`src/rtl/wb_stage.sv`:
```
// Registered writeback stage: selects rd data (ALU/load/CSR/pc+4/lui), waits on LSU for loads, drives the RF write port.
// Optional WB_FWD_EN adds fwd_pending/fwd_pending_addr for the hazard unit.
module wb_stage #(
  parameter int XLEN           = 32,
  parameter int TIMEOUT_CYCLES = 16
) (
  input  logic            clk,
  input  logic            rstn,
  input  logic            in_valid,
  output logic            in_ready,
  input  logic [2:0]      rd_data_sel,
  input  logic [4:0]      rd_addr,
  input  logic [XLEN-1:0] r,
  input  logic [XLEN-1:0] csr_rdata,
  input  logic [XLEN-1:0] pc,
  input  logic [XLEN-1:0] lui_imm,
  input  logic [2:0]      load_funct3,
  input  logic [2:0]      load_offset,
  input  logic            lsu_rvalid,
  input  logic [XLEN-1:0] lsu_rdata,
  output logic            rf_we,
  output logic [4:0]      rf_waddr,
  output logic [XLEN-1:0] rf_wdata,
  output logic            load_err
`ifdef WB_FWD_EN
  ,
  output logic            fwd_pending,
  output logic [4:0]      fwd_pending_addr
`endif
);

  localparam int CW = (TIMEOUT_CYCLES > 1) ? $clog2(TIMEOUT_CYCLES + 1) : 1;
  localparam logic [CW-1:0] CNT_LAST = (TIMEOUT_CYCLES > 0) ? CW'(TIMEOUT_CYCLES - 1) : '0;

  localparam logic [2:0] SEL_ALU  = 3'b000;
  localparam logic [2:0] SEL_LOAD = 3'b001;
  localparam logic [2:0] SEL_CSR  = 3'b010;
  localparam logic [2:0] SEL_PC4  = 3'b011;
  localparam logic [2:0] SEL_LUI  = 3'b100;

  typedef enum logic [0:0] {IDLE, WAIT_LOAD} state_t;

  state_t            state_reg, state_next;
  logic [CW-1:0]     cnt_reg, cnt_next;
  logic [4:0]        ld_rd_reg, ld_rd_next;
  logic [2:0]        ld_f3_reg, ld_f3_next;
  logic [2:0]        ld_off_reg, ld_off_next;
  logic              rf_we_reg, rf_we_next;
  logic [4:0]        rf_waddr_reg, rf_waddr_next;
  logic [XLEN-1:0]   rf_wdata_reg, rf_wdata_next;
  logic              load_err_reg, load_err_next;

  logic [XLEN-1:0]   sel_data;
  logic [2:0]        off_eff;
  logic [XLEN-1:0]   shifted;
  logic [XLEN-1:0]   ld_data;
  logic              ld_illegal;

  always_comb begin
    sel_data = '0;
    case (rd_data_sel)
      SEL_ALU: sel_data = r;
      SEL_CSR: sel_data = csr_rdata;
      SEL_PC4: sel_data = pc + XLEN'(4);
      SEL_LUI: sel_data = lui_imm;
      default: sel_data = '0;
    endcase
  end

  // Right shift zero-fills, so lanes past the top of the word read as 0 on misaligned offsets.
  assign off_eff = (XLEN == 64) ? ld_off_reg : {1'b0, ld_off_reg[1:0]};
  assign shifted = lsu_rdata >> {off_eff, 3'b000};

  always_comb begin
    ld_data = '0;
    case (ld_f3_reg)
      3'b000:  ld_data = XLEN'($signed(shifted[7:0]));
      3'b001:  ld_data = XLEN'($signed(shifted[15:0]));
      3'b010:  ld_data = XLEN'($signed(shifted[31:0]));
      3'b011:  ld_data = shifted;
      3'b100:  ld_data = XLEN'(shifted[7:0]);
      3'b101:  ld_data = XLEN'(shifted[15:0]);
      3'b110:  ld_data = XLEN'(shifted[31:0]);
      default: ld_data = '0;
    endcase
  end

  assign ld_illegal = (ld_f3_reg == 3'b111) ||
                      ((XLEN == 32) && ((ld_f3_reg == 3'b011) || (ld_f3_reg == 3'b110)));

  assign in_ready = (state_reg == IDLE);

  always_comb begin
    state_next    = state_reg;
    cnt_next      = cnt_reg;
    ld_rd_next    = ld_rd_reg;
    ld_f3_next    = ld_f3_reg;
    ld_off_next   = ld_off_reg;
    rf_we_next    = 1'b0;
    rf_waddr_next = rf_waddr_reg;
    rf_wdata_next = rf_wdata_reg;
    load_err_next = 1'b0;
    case (state_reg)
      IDLE: begin
        if (in_valid) begin
          if (rd_data_sel == SEL_LOAD) begin
            ld_rd_next  = rd_addr;
            ld_f3_next  = load_funct3;
            ld_off_next = load_offset;
            cnt_next    = '0;
            state_next  = WAIT_LOAD;
          end else if (rd_addr != 5'd0) begin
            rf_we_next    = 1'b1;
            rf_waddr_next = rd_addr;
            rf_wdata_next = sel_data;
          end
        end
      end
      WAIT_LOAD: begin
        // A response in the limit cycle takes priority over the timeout.
        if (lsu_rvalid) begin
          state_next = IDLE;
          cnt_next   = '0;
          if (ld_illegal) begin
            load_err_next = 1'b1;
          end else if (ld_rd_reg != 5'd0) begin
            rf_we_next    = 1'b1;
            rf_waddr_next = ld_rd_reg;
            rf_wdata_next = ld_data;
          end
        end else if ((TIMEOUT_CYCLES > 0) && (cnt_reg == CNT_LAST)) begin
          state_next    = IDLE;
          cnt_next      = '0;
          load_err_next = 1'b1;
        end else if (TIMEOUT_CYCLES > 0) begin
          cnt_next = cnt_reg + CW'(1);
        end
      end
      default: state_next = IDLE;
    endcase
  end

  always_ff @(posedge clk or negedge rstn) begin
    if (!rstn) begin
      state_reg    <= IDLE;
      cnt_reg      <= '0;
      ld_rd_reg    <= '0;
      ld_f3_reg    <= '0;
      ld_off_reg   <= '0;
      rf_we_reg    <= 1'b0;
      rf_waddr_reg <= '0;
      rf_wdata_reg <= '0;
      load_err_reg <= 1'b0;
    end else begin
      state_reg    <= state_next;
      cnt_reg      <= cnt_next;
      ld_rd_reg    <= ld_rd_next;
      ld_f3_reg    <= ld_f3_next;
      ld_off_reg   <= ld_off_next;
      rf_we_reg    <= rf_we_next;
      rf_waddr_reg <= rf_waddr_next;
      rf_wdata_reg <= rf_wdata_next;
      load_err_reg <= load_err_next;
    end
  end

  assign rf_we    = rf_we_reg;
  assign rf_waddr = rf_waddr_reg;
  assign rf_wdata = rf_wdata_reg;
  assign load_err = load_err_reg;

`ifdef WB_FWD_EN
  assign fwd_pending      = (state_reg == WAIT_LOAD);
  assign fwd_pending_addr = fwd_pending ? ld_rd_reg : 5'd0;
`endif

endmodule
```
`config.mk`:
```
export PLATFORM = sky130hd
export DESIGN_NAME = wb_stage
export DESIGN_NICKNAME = d
export VERILOG_FILES = /design/src/rtl/wb_stage.sv
export SDC_FILE = /design/constraint.sdc
export NUM_CORES = 1
export LEC_CHECK = 0
export CAP_MARGIN = 5
export CELL_PAD_IN_SITES_DETAIL_PLACEMENT = 1
export CELL_PAD_IN_SITES_GLOBAL_PLACEMENT = 1
export CORE_ASPECT_RATIO = 1.25
export CORE_MARGIN = 1.5
export CORE_UTILIZATION = 30
export CTS_CLUSTER_DIAMETER = 120
export DETAILED_ROUTE_END_ITERATION = 16
export PLACE_DENSITY = 0.86
export RECOVER_POWER = 25
export SLEW_MARGIN = 30
export SYNTH_ARGS = -nofsm -noshare
export SYNTH_HDL_FRONTEND = slang
export SYNTH_SLANG_ARGS = --single-unit
```
`constraint.sdc`:
```
create_clock -name clk -period 2.3 [get_ports clk]
set_input_delay 0.69 -clock clk [delete_from_list [all_inputs] [get_ports clk]]
set_output_delay 0.69 -clock clk [all_outputs]
set_load 0.02 [all_outputs]
```
==> results of run 1 <==
power by group:
group / internal, W / switching (W)
sequential: 0.00140 / 0.000340
combinational: 0.00213 / 0.00243
clock: 0.000417 / 0.000399
kinds of logic after synthesis:
kind of cell	Yosys count
buffers and inverters	59
XOR/XNOR	11
AND/OR/NAND/NOR	191
flip-flops	55
adder cells (fa/ha/maj)	2
AO/OA/AOI/OAI	204
multiplexers	66
worst paths after layout:
check	cells past startpoint	from	slack (ns)	endpoint
min in group clk	2	rf_waddr[1]$_DFFE_PN0P_	0.49	rf_waddr[1]$_DFFE_PN0P_
max in group asynchronous	2	rstn	0.82	rf_wdata[27]$_DFFE_PN0P_
hold / removal	1	rstn	0.26	rf_waddr[1]$_DFFE_PN0P_
setup reg to reg	6	ld_off_reg[1]$_DFFE_PN0P_	0.14	rf_wdata[20]$_DFFE_PN0P_
hold reg to reg	2	rf_waddr[1]$_DFFE_PN0P_	0.49	rf_waddr[1]$_DFFE_PN0P_
setup / recovery	6	lsu_rdata[15]	0.008	rf_wdata[12]$_DFFE_PN0P_
cell usage in the layout, fill, tap and decap left out, types with 8 or more instances in the layout:
cell type,n
nand4_1,9
nor3_1,11
buf_4,95
nand3_1,14
mux2_2,10
a21oi_1,34
nor2b_1,13
nand2_1,48
nor3b_1,9
a31oi_1,13
mux2i_1,55
o2bb2ai_1,11
dfrtp_1,55
o21ai_1,8
o21ai_0,49
dlymetal6s2s_1,19
o22ai_1,10
a2bb2oi_1,12
clkdlybuf4s50_1,189
o31a_1,8
nor2_1,45
inv_1,10
repair_timing:
action                                  in CTS  in global routing
buffers inserted                             2                  1
endpoints found under the setup margin      20                 38
pin swaps                                    7                 15
hold buffers                                 0                  0
gates cloned                                 2                  0
gates resized for setup                     23                 48
hold endpoints to repair                     0                  0
per-layer routing:
metal	GRT usage, %	vias up	share of wire, %
met4	12.6	0	5.2
met3	3.21	63	6.4
met5	0	-	0
met1	31.0	2942	38
li1	-	2798	-
met2	47.0	229	50
final cells by class:
cell class                 count  area, um^2  share of cell area, %
inverter                      11        46.3                  0.553
timing repair buffer         327        3170                   37.9
clock inverter                 3        28.8                  0.344
tap                          212         265                   3.17
sequential                    55        1380                   16.4
clock buffer                   5         125                   1.50
multi-input combinational    474        3360                   40.1
critical path, delay by kind of cell:
family	cells	cell delay [ns]
simple gates	1	0.22
mux	1	0.51
buf+inv	1	0.46
compound gates	3	0.59
per-stage QoR:
step / worst slack [ns] / power (W) / std cells / setup TNS, ns
3_3_place_gp: -0.353 / 0.00583 / 1074 / -10.16
3_5_place_dp: -0.445 / 0.00601 / 1074 / -14.23
4_1_cts: -0.00840 / 0.00701 / 1086 / -0.00850
6_report: 0.00820 / 0.00712 / 1087 / 0
2_1_floorplan: 0.0797 / 0.00401 / 588 / 0
5_1_grt: -0.0295 / 0.00750 / 1087 / -0.130
==> reports/summary.md, run 1 <==
Final hold analysis gives a worst-case slack of 0.259 ns. The tools report the CTS H-tree depth as 2. After synthesis, the largest family of logic cells by area is compound AO/OA/AOI/OAI gates. Of the cells placed in the final design, the portion with a size suffix greater than 1 is 18.9%. For the pin with the worst max-slew slack, the measured transition is 0.939 ns. In this run, CTS created clock tree buffers numbering 5.

Counting every instance in the synthesized netlist gives 588. The area growth from synthesis to layout is 73.7%. STA puts the critical path data required time at 2.49 ns. The tools report the number of filler instances in the final layout as 1810.

The total of max-cap violations was 0; the multiplexer share of the synthesized area was 14.2%. Entering global routing, the biggest net connects 36 pins. The run gives 26.3% as the overall track demand over capacity in global routing. After clock tree synthesis, the clock-pin slew on the worst setup and hold paths is 0.08 ns.

Setup violations remaining at the end of the flow were counted as 0. After detailed routing, the average wire length per cell comes to 20.7 um. Walking the worst path, the cells encountered are clkdlybuf4s50_1 > mux4_2 > nor3b_2 > a21oi_1 > o2bb2ai_1 > o22a_1. The clock tree root buffer cell was clkbuf_16. Derived from the worst setup path, the maximum achievable clock frequency is 0.436 GHz. dfrtp_1 takes more of the synthesized area than any other cell.

The max-slew headroom at the worst pin is 37.4%. The routed design has 22.5 mm of wire. For the number of unique standard cell types used by synthesis, the log shows 59. Average size of a mapped cell: 8.19 um^2. Number of buffers on the longest clock path: 2. TritonCTS built the clock tree. When the netlist entered floorplanning its net count stood at 768. The fraction of the mapped netlist area in compound gates was 28.8%.

The tools report the placer congestion estimate as 0.850. After layout, the worst path uses 99.6% of the clock period. The initial antenna violation count is 0. Of all nets on the critical path, the largest fanout is 8. In the routed design, unresolved DRC markers number 0. For this run, asynchronously set or reset flops after synthesis account for 100%. Slowest library cell on the worst path: mux4_2. The smallest clock period supported by the final layout is computed as 2.29 ns. The worst setup path is of the in -> reg kind. Area share of and/or/nand/nor cells after synthesis: 20.6%. The share of synthesized area in the top cell type comes to 28.6%. Area enclosed by the die boundary: 0.0168 mm^2. The XOR/XNOR share of the synthesized area was 2.00%; the width of the chip was 116 um. In this run the remaining antenna-violating nets after routing total 0. The tools report the hold violation count in the final report as 0. STA classifies the critical path startpoint as an input pin.

218 I/O pins were placed. For the via count of the first global-routing pass, the log shows 6447. The flow ran to the end, and the final reports show no timing, DRC or antenna violations.

The analysis attributes to cell leakage a power of 3.50 nW. Summed over all nets, the half-perimeter wirelength after detailed placement is 17.8 mm. During synthesis, Yosys emitted a total of 0 warnings. For the count of antenna diodes in the layout, the log shows 0. The data arrival at the endpoint of the critical path is 2.48 ns.

The clock tree skew after final layout is 0.00542 ns. The synthesized design contains 0 enable-type register cells. In this run, synthesis produced a sequential element count of 55.

Measured along the y axis, the die boundary spans 145 um. For this run, the detailed router's first-pass iteration total came to 4. The number of flip-flops under the largest register name was 32; the cell area power density was 851 mW/mm^2. Once layout is done, the placed cells without fillers occupy 0.00837 mm^2. The endpoint class of the critical path is a register. Most used flip-flop cell after synthesis: dfrtp_1. The synthesized cell area came out at 0.00482 mm^2.

VDD sags by at most 0.534 mV. For this configuration, the core starts out at a cell density of 30.8%. The most common cell in the synthesized netlist is o21ai_0. After the last flow step, the layout net total stands at 1054.

The logs give 28.6% for the part of the Yosys area used for sequential elements and 51 for the row count. Ranked by total cell area, the synthesized netlist is headed by dfrtp_1 (29%), mux2i_1 (11%), o21ai_0 (6.0%). Counting every sink on the clock net gives 55. The floorplan core area is 0.0156 mm^2. The via density per instance was 5.55; the clock network latency to the later pin of the worst-skew pair was 0.30 ns. After the first detailed-routing iteration, the DRC count stood at 294. The delay of the slowest critical-path stage was 0.51 ns.

Measured on the finished design, the core utilization comes to 53.5%. The path class of the tightest hold or removal check is in -> async. The run gives 0 as the number of max-slew violations in the final report. The logs give 0.00790 mm^2 for the post-place instance area and 34.1 mm for the global-route wire length before repair.

The commonest cells after synthesis are o21ai_0 (58), dfrtp_1 (55), mux2i_1 (55). The synthesized netlist devotes 0.520% of its cell area to adder and majority cells. The count of buffers added on input and output ports is 216. Global routing finished with a remaining overflow of 0.

The vias after detailed routing is 6032. Setup repair after global routing could not meet its margin everywhere.
(Power assumes the default switching activity.)
==> run 2, diff against run 1 <==
SLEW_MARGIN = 20   (was 30)
==> results of run 2 <==
Same layout as run 1: the final DEF is identical, and so are final timing and power.
==> run 3, diff against run 2 <==
CORE_MARGIN = not set   (was 1.5)
CTS_CLUSTER_SIZE = 10   (was not set)
MAX_ROUTING_LAYER = met4   (was not set)
==> reports/summary.md, run 3 (synthesis results as in run 1) <==
In this run the worst hold path is classified as reg -> reg. The detailed router placed 6197 vias in this run. The largest fanout on the critical path is 4. The ratio of cells with drive above 1 in the final layout works out to 18.1%.

The combinational fraction of design power came out at 64.5%. The most common cell after layout, fill and taps aside is clkdlybuf4s50_1. The die covers 0.0166 mm^2.

The total CTS buffers is 5. On the critical path, the stage with the largest delay is an instance of clkdlybuf4s50_1. In the layout the commonest cells are clkdlybuf4s50_1 (191), buf_4 (90), mux2i_1 (55), dfrtp_1 (55), nand2_1 (48). The number of max-slew violations in the final report was 0; the wire length per cell after detailed routing was 22.2 um.

The number of buffers on the longest clock path came out at 2. The setup path with the least slack is of type in -> reg. The run gives 27.1% as the overall track demand over capacity in global routing. The final HPWL from detailed placement came out at 17.4 mm.

The die height came out at 144 um. The run gives 0 as the hold violation count in the final report. Per report_power, the sequential group accounts for 24.2% of the total.

The remaining global-route overflow was 0; the initial antenna violation count was 0. The worst voltage drop across the vdd grid was 0.440 mV; the transition time at the pin with the least slew margin was 1.22 ns. The relative area change from synthesis to final layout was 71.4%.

The register with the most flip-flops in the layout has 32 of them. For the finished layout, the period the worst path requires is 2.43 ns. The tools report the number of iterations in the first detailed-routing pass as 4.

In this run the static leakage power is 3.42 nW. The worst slack after detailed placement was -0.480 ns; the initial detailed-routing violation count was 321. The count of input and output buffers came out at 216.

In this run the tightest slew margin relative to its limit is 18.5%. Kind of start point of the critical path: an input pin. 218 I/O pins were placed. On the final layout, the worst clock skew is 0.00818 ns. The critical path contains buffers and inverters numbering 2 combined.

Power spread over the standard cell area amounts to 874 mW/mm^2. The first global-routing pass estimated 33.2 mm of wire. The placer congestion estimate was 0.937; the delay of the slowest critical-path stage was 0.54 ns. 0 antenna diodes ended up in the layout. TritonCTS built the clock tree.

The detail route stage leaves a number of antenna-violating nets equal to 0. For the worst setup path, the data arrival time is 2.61 ns. The floorplan step set the die width to 115 um. The tools report the endpoint class of the critical path as a register.

The row count was 51; the number of nets at the end of the flow was 1045. The run finished, with violations left. Hold repair after CTS inserted 0 buffers. The tools report the number of filler instances in the final layout as 1821. The logs give 42 for the maximum number of pins on one net before global-route repair and 2 for the CTS H-tree depth.

The total power consumption of the routed design was 0.00721 W. Traced cell by cell, the critical path runs through clkdlybuf4s50_1 > mux2i_1 > a221o_1 > buf_4 > o22ai_2 > a21oi_1 > a211oi_1. The logs give 11.3% for the clock share of power and 30.8% for the initial cell density of the core. After detailed routing, the total wire length is 23.9 mm. The via density per instance came out at 5.75. Grouping stages by cell kind, the critical path spends the most delay in compound AO/OA/AOI/OAI gates. The logic depth of the worst path, buffers included came out at 7. The clock slew at the register clock pins of the worst setup and hold paths is 0.08 ns.

Clock tree synthesis selected as its root buffer the cell clkbuf_16. The least setup slack across all paths after layout is -0.131 ns. In this run the power spent charging and discharging nets is 0.00330 W.

For this run, design rule violations remaining after detail routing come to 0. Counting cells, the worst reg-to-reg path comes to 6. The tool flagged a number of max-cap violations equal to 0. The core region is 0.0156 mm^2. The via count of the first global-routing pass was 6233; the clock network latency to the later pin of the worst-skew pair was 0.31 ns. Setup violations remaining at the end of the flow were counted as 3.

The checks that failed: negative setup slack. Internal power comes to 0.00391 W. For this run, the top clock speed supported by timing is 0.411 GHz.

Of the available clock period, the critical path in the final layout requires 106%. The clock net in this run drives a total of 55 sinks. The hold path depth works out to 2. Required time of the critical path: 2.48 ns. In this run switching power makes up 45.7% of total power.
[run 3: changes by cell type in the layout (fill, tap and decap cells not counted), moves of 2 or more]
cell | previous run | this run
buf_4 | 95 | 90
buf_6 | 5 | 1
o2bb2ai_1 | 11 | 14
o2bb2ai_2 | 3 | 0
a211oi_1 | 5 | 3
a211oi_2 | 2 | 4
clkbuf_16 | 5 | 7
clkdlybuf4s50_1 | 189 | 191
o21ai_0 | 49 | 47
[run 3: repair_timing]
action,CTS,global route
cloned,1,2
endpoints found under the setup margin,30,29
setup buffers,0,1
pin swaps,7,14
gates resized for setup,29,44
[run 3: tightest hold or removal path, delay by kind of cell (launching register included)]
family	cells	cell delay, ns
AND/OR/NAND/NOR	1	0.05
AO/OA/AOI/OAI	1	0.06
flip-flops	1	0.36
[run 3: metal layers]
metal	GRT usage (%)	vias to the layer above	part of all wire, %
met4	14.3	0	5.8
met1	31.4	2999	38
met5	-	-	0
met2	45.1	326	49
li1	-	2780	-
met3	3.63	92	6.6
[run 3: path summary, 6_finish.rpt]
check	slack, ns	end	from
setup / recovery	-0.13	rf_wdata[18]$_DFFE_PN0P_	lsu_rdata[15]
hold / removal	0.50	rf_waddr[0]$_DFFE_PN0P_	rf_waddr[0]$_DFFE_PN0P_
setup reg to reg	0.02	rf_wdata[18]$_DFFE_PN0P_	ld_rd_reg[3]$_DFFE_PN0P_
hold reg to reg	0.50	rf_waddr[0]$_DFFE_PN0P_	rf_waddr[0]$_DFFE_PN0P_
max in group asynchronous	0.88	rf_wdata[27]$_DFFE_PN0P_	rstn
min in group asynchronous	0.62	rf_wdata[14]$_DFFE_PN0P_	rstn
[run 3: through the flow]
stage,setup TNS [ns],utilization (%),cells,instance area (um^2),hold WS (ns)
after floorplan,0,-,588,4820,0.394
after global placement,-10.81,50.1,1067,7830,0.462
after detailed placement,-13.77,50.1,1067,7830,0.477
after CTS,-0.00412,51.5,1076,8050,0.361
after global routing,-0.479,52.8,1078,8250,0.522
final,-0.177,52.8,1078,8250,0.499
[run 3: power groups by stage]
stage	sequential (W)	clock [W]	combinational [W]
CTS	0.00172	0.000826	0.00432
global route	0.00180	0.000855	0.00489
finish	0.00175	0.000815	0.00465
global placement	0.00170	0	0.00411
detailed placement	0.00173	0	0.00423
floorplan	0.00203	0	0.00198
[run 3: area by class of cell]
class,instances,area [um^2],area share [%]
flip-flops and latches,55,1380,16.7
repair buffers,318,3080,37.3
clock inverters,3,26.3,0.318
well taps,212,265,3.21
multi-input cells,474,3340,40.4
clock buffers,5,125,1.52
inverters,11,48.8,0.591
